**src/rtl/alu_seq.sv**
```systemverilog
// rtl/alu_seq.sv - sequential ALU with valid/ready handshake and iterative shift-add multiplier
`timescale 1ns/1ps

module alu_seq #(
  parameter int N = 64
) (
  input  logic         clk,
  input  logic         reset,
  input  logic         in_valid,
  output logic         in_ready,
  input  logic [N-1:0] a,
  input  logic [N-1:0] b,
  input  logic [3:0]   ALUControl,
  output logic         out_valid,
  input  logic         out_ready,
  output logic [N-1:0] result,
  output logic         zero,
  output logic         negative,
  output logic         carry,
  output logic         overflow
);

  localparam int LW = $clog2(N);
  localparam logic [LW-1:0] CNT_LAST = LW'(N - 1);

  localparam logic [3:0] OP_AND  = 4'b0000;
  localparam logic [3:0] OP_OR   = 4'b0001;
  localparam logic [3:0] OP_ADD  = 4'b0010;
  localparam logic [3:0] OP_SUB  = 4'b0110;
  localparam logic [3:0] OP_PASS = 4'b0111;
  localparam logic [3:0] OP_NOR  = 4'b1100;
  localparam logic [3:0] OP_MUL  = 4'b1000;
  localparam logic [3:0] OP_LSL  = 4'b1001;
  localparam logic [3:0] OP_LSR  = 4'b1010;

  typedef enum logic [1:0] {IDLE, MUL, HOLD} state_t;

  state_t state, state_nxt;

  logic          xfer;
  logic          is_mul;
  logic [LW-1:0] shamt;
  logic [N:0]    add_w, sub_w, lsl_w, lsr_w;
  logic [N-1:0]  alu_res;
  logic          alu_c, alu_v;

  logic [N-1:0]   mcand;
  logic [2*N-1:0] prod, prod_nxt;
  logic [N:0]     mul_sum;
  logic [LW-1:0]  cnt;

  assign in_ready  = (state == IDLE) || ((state == HOLD) && out_ready);
  assign out_valid = (state == HOLD);
  assign xfer      = in_valid && in_ready;
  assign is_mul    = (ALUControl == OP_MUL);

  always_comb begin
    state_nxt = state;
    case (state)
      IDLE:    if (xfer) state_nxt = is_mul ? MUL : HOLD;
      MUL:     if (cnt == CNT_LAST) state_nxt = HOLD;
      HOLD: begin
        if (xfer)           state_nxt = is_mul ? MUL : HOLD;
        else if (out_ready) state_nxt = IDLE;
      end
      default: state_nxt = IDLE;
    endcase
  end

  always_ff @(posedge clk or negedge reset) begin
    if (!reset) state <= IDLE;
    else        state <= state_nxt;
  end

  // Widened shifts expose the last bit shifted out at the extra position.
  assign shamt = b[LW-1:0];
  assign add_w = {1'b0, a} + {1'b0, b};
  assign sub_w = {1'b0, a} + {1'b0, ~b} + {{N{1'b0}}, 1'b1};
  assign lsl_w = {1'b0, a} << shamt;
  assign lsr_w = {a, 1'b0} >> shamt;

  always_comb begin
    alu_res = '0;
    alu_c   = 1'b0;
    alu_v   = 1'b0;
    case (ALUControl)
      OP_AND:  alu_res = a & b;
      OP_OR:   alu_res = a | b;
      OP_ADD: begin
        alu_res = add_w[N-1:0];
        alu_c   = add_w[N];
        alu_v   = (a[N-1] == b[N-1]) && (add_w[N-1] != a[N-1]);
      end
      OP_SUB: begin
        alu_res = sub_w[N-1:0];
        alu_c   = sub_w[N];
        alu_v   = (a[N-1] != b[N-1]) && (sub_w[N-1] != a[N-1]);
      end
      OP_PASS: alu_res = b;
      OP_NOR:  alu_res = ~(a | b);
      OP_LSL: begin
        alu_res = lsl_w[N-1:0];
        alu_c   = lsl_w[N];
      end
      OP_LSR: begin
        alu_res = lsr_w[N:1];
        alu_c   = lsr_w[0];
      end
      default: alu_res = '0;
    endcase
  end

  // prod holds {partial sum, remaining multiplier bits}; one multiplier bit retires per cycle.
  assign mul_sum  = {1'b0, prod[2*N-1:N]} + (prod[0] ? {1'b0, mcand} : {(N+1){1'b0}});
  assign prod_nxt = {mul_sum, prod[N-1:1]};

  always_ff @(posedge clk or negedge reset) begin
    if (!reset) begin
      result   <= '0;
      zero     <= 1'b0;
      negative <= 1'b0;
      carry    <= 1'b0;
      overflow <= 1'b0;
      mcand    <= '0;
      prod     <= '0;
      cnt      <= '0;
    end else if (xfer) begin
      if (is_mul) begin
        mcand <= a;
        prod  <= {{N{1'b0}}, b};
        cnt   <= '0;
      end else begin
        result   <= alu_res;
        zero     <= (alu_res == '0);
        negative <= alu_res[N-1];
        carry    <= alu_c;
        overflow <= alu_v;
      end
    end else if (state == MUL) begin
      prod <= prod_nxt;
      cnt  <= cnt + 1'b1;
      if (cnt == CNT_LAST) begin
        result   <= prod_nxt[N-1:0];
        zero     <= (prod_nxt[N-1:0] == '0);
        negative <= prod_nxt[N-1];
        carry    <= |prod_nxt[2*N-1:N];
        overflow <= 1'b0;
      end
    end
  end

endmodule

```
**config.mk**
```make
export PLATFORM = sky130hd
export DESIGN_NAME = alu_seq
export DESIGN_NICKNAME = d
export VERILOG_FILES = /design/src/rtl/alu_seq.sv
export SDC_FILE = /design/constraint.sdc
export NUM_CORES = 2
export LEC_CHECK = 0
export BUFFER_PORTS_ARGS = -buffer_cell sky130_fd_sc_hd__buf_2
export CAP_MARGIN = 15
export CORE_MARGIN = 2
export CORE_UTILIZATION = 39
export CTS_CLUSTER_DIAMETER = 200
export CTS_CLUSTER_SIZE = 8
export DETAILED_ROUTE_END_ITERATION = 10
export MAX_ROUTING_LAYER = met4
export SETUP_SLACK_MARGIN = 0.1
export SYNTH_ARGS = -nofsm -noshare
export SYNTH_HDL_FRONTEND = slang
export SYNTH_SLANG_ARGS = --single-unit
```
**constraint.sdc**
```tcl
create_clock -name clk -period 5.2 [get_ports clk]
set_input_delay 1.04 -clock clk [delete_from_list [all_inputs] [get_ports clk]]
set_output_delay 1.04 -clock clk [all_outputs]
set_load 0.02 [all_outputs]
```
==> results by group <==
Routing
  – Drt first pass iters: 9
  – Via density: between 6 and 7
  – DRT Wirelength: 256000 µm
  – 1st-iter DRT viols: around 7400
  – Via count: about 50000
  – DRT antenna net count: 0
  – # DRC: 0
  – WL/cell: ~34 µm

Critical path
  – CP Launch Type: flip-flop
  – Arrival time at the worst endpoint: between 5000 and 6000 ps
  – Kind of critical path: flip-flop to flip-flop
  – Worst Path Required: about 5700 ps
  – Crit. End Element: flip-flop
  – Critical Path Fanout Max: 22

STA
  – Fin. max-slew vios: 0
  – # setup viols final: 1
  – Worst slew pin tran: 1220 ps
  – Rel. slew slack: about a fifth
  – Clk_skew: 29.6 ps
  – Fmax: 188 MHz
  – Final setup margin: -127 ps
  – RSZ-0062 raised after global routing: true
  – Fin. Hold Viols: 0
  – Final Cycle Share: 102%
  – Tmin final: between 5000 and 6000 ps

Die
  – Die span in x: around 310 µm
  – I/O pin total: 206
  – Row count: 113
  – Die Y: about 310 µm
  – Die area: slightly below 100000 µm²
  – Core area: 95300 µm²
  – Starting Density: 39.4%

Clocking
  – CTS max path bufs: 3
  – Clk slew on worst S/H paths: approximately 50 ps
  – CTS Hold Buffers Added: 0
  – CTS sink count: 267
  – Clk_lat worst skew: 620 ps
  – CTS buffer count: 39
  – H-tree Lvls: 2
  – Root Driver: clkbuf_16
  – CTS tree: yes

Synth
  – Prevailing post-synth register cell: dfrtp_1
  – Syn_nets: 5276
  – Synth top area share: 17.8%
  – Synth area leader: dfrtp_1
  – Number of flops mapped to enable cells by yosys: 0
  – Fraction of synthesis flops using an asynchronous set or reset pin: 100%
  – Netlist cell types: 99
  – Gate Count Post-Synth: between 4000 and 5000
  – Ranking of synthesized cells by area: dfrtp_1 (18%), ha_1 (9.1%), mux4_2 (7.9%)
  – Syn Area/Cell: about 7.7 µm²
  – #FFs+latches synth: 267
  – Sequential cell area fraction in the yosys report: 17.8%
  – Syn Std Cell Area: 37600 µm²
  – Synth Warn #: 0

Placement
  – Placed cell count: 7542
  – Dpl hpwl: 211000 µm
  – Area post-placement: 51400 µm²
  – Placer congestion estimate: 1.16
  – I/O Buffers: about 200

Pwr
  – Maximum VDD drop: 0.339 mV
  – Static leakage: 24.9 nW
  – Pwr dens: 276 nW/µm²

Final layout
  – Number of fill cells in the layout: 9133
  – Cell area after layout: ~53000 µm²
  – Area grow syn2layout: 41.7%
  – Share of cells above drive strength 1: ~36%
  – Post-layout util: a little under three fifths
  – Fin cells: 7608
  – Final net count: 6738

Global routing
  – Vias in the first global route: 47600
  – GRT overflow: 0
  – GR Util met1: 61.9%
  – Initial antenna violation count: 13
  – Global Route Usage Sum: 51.5%
  – Most used routing layer: met2
  – Met3 global-route usage: approximately 11%
  – First-pass GRT wire length: 353000 µm
  – Global Route met2 Usage: roughly three quarters
  – Largest net degree at the start of global routing: 109

Run status
  – Status: finished, violations left
  – Failing checks: negative setup slack

Job
  – Max Cap Viol: 0

Min path
  – Worst min-delay path category: input port to asynchronous set/reset pin
registers in the layout, summed over array words and instances, names as in the netlist:
signal    cells
mcand        64
state         2
overflow      1
zero          1
cnt           6
prod        128
result       64
carry         1
worst max-delay path, cell delays in order, from the launching register on:
cell and delay (ps):
dfrtp_2 470, bufbuf_16 320, and2_1 150, ha_1 300, nand4_1 190, or4b_2 720, nor2_2 190, o311ai_0 160
buf_4 200, o211ai_1 190, xnor2_1 170, buf_4 170, nand4_1 230, or4_4 600, nor4b_2 240, buf_4 170
nand4_1 150, nor4b_4 370, buf_4 170, o21ai_1 50
through the flow:
step | setup slack, ps | TNS (ps) | hold slack [ps] | total power, mW
2_1_floorplan | 120 | 0 | 472 | 7.36
3_3_place_gp | -748 | -2200 | 468 | 11.6
3_5_place_dp | -784 | -1820 | 480 | 11.7
4_1_cts | 22.1 | 0 | 390 | 14.2
5_1_grt | -345 | -345 | 416 | 15.2
6_report | -127 | -127 | 369 | 14.7
cells in the final DEF, fill, tap and decap left out, types with 32 or more instances in the layout:
cell and instances:
a211oi_1 57, a21o_1 72, a21oi_1 346, a22oi_1 176, a31oi_1 37, and2_1 92, buf_12 51, buf_2 198
buf_4 1531, clkbuf_16 41, dfrtp_1 266, ha_1 268, inv_1 215, mux2_2 119, mux2i_1 122, mux4_2 131
nand2_1 656, nand2b_1 33, nand3_1 84, nand4_1 94, nor2_1 349, nor2b_1 34, nor3_1 95, nor4_1 59
o211ai_1 78, o21a_1 32, o21ai_0 246, o21bai_1 32, o221ai_1 43, o22ai_1 94, o31ai_1 53, xnor2_1 48
per-layer routing:
metal	vias up	share of wire [%]
met1	24200	37
met3	951	11
met5	-	0
met4	0	9.7
li1	21300	-
met2	3686	42
report_power, final:
| group | internal [mW] | switching (mW) | leakage, nW | total (mW) |
|---|---|---|---|---|
| Clock | 1.39 | 1.02 | 0.527 | 2.42 |
| Combinational | 3.67 | 5.19 | 21.0 | 8.87 |
| Sequential | 2.76 | 0.625 | 3.41 | 3.38 |
| Total | 7.82 | 6.84 | 24.9 | 14.7 |
path summary, 6_finish.rpt:
kind	startpoint	endpoint	slack (ps)	cells after the start
setup reg to reg	prod[0]	carry	-130	19
max in group asynchronous	reset	prod[26]	3790	2
hold reg to reg	result[55]	result[55]	480	2
min in group clk	result[55]	result[55]	480	2
setup / recovery	prod[0]	carry	-130	19
hold / removal	reset	prod[127]	370	1
logic make-up (layout without fill, tap and decap cells):
group	after synthesis	in the layout	share of synthesized area [%]
mux	375	375	14.8
other cells	0	14	0
compound gates	1615	1615	29.2
simple gates	1662	1662	20.8
buf+inv	595	2060	6.42
xor+xnor	74	74	1.72
fa+ha+maj	276	276	9.25
flops	267	267	17.8
area by class of cell:
type,instances,area [µm²],area share [%]
clock buffers,40,980,1.84
well taps,1265,1580,2.97
flip-flops and latches,267,6680,12.6
diodes,14,35.0,0.0658
multi-input cells,4002,29300,54.9
inverters,221,843,1.58
repair buffers,1795,13800,25.8
clock inverters,4,100,0.188
what timing repair did:
action / CTS / global route
cloned: 1 / 2
pin swaps: 8 / 21
setup buffers: 3 / 2
setup endpoints to repair: 2 / 5
gates resized for setup: 34 / 89
cell usage after synthesis, types with 67 or more instances:
library cell and n:
nand2_1 658, nor2_1 357, a21oi_1 355, ha_1 273
clkbuf_1 270, dfrtp_1 267, o21ai_0 255, inv_1 218
a22oi_1 177, mux4_2 131, mux2i_1 123, mux2_2 119
nor3_1 98, o22ai_1 95, nand4_1 94, and2_1 93
nand3_1 84, o211ai_1 78, a21o_1 72, nor4_1 67
(Power assumes the default switching activity.)
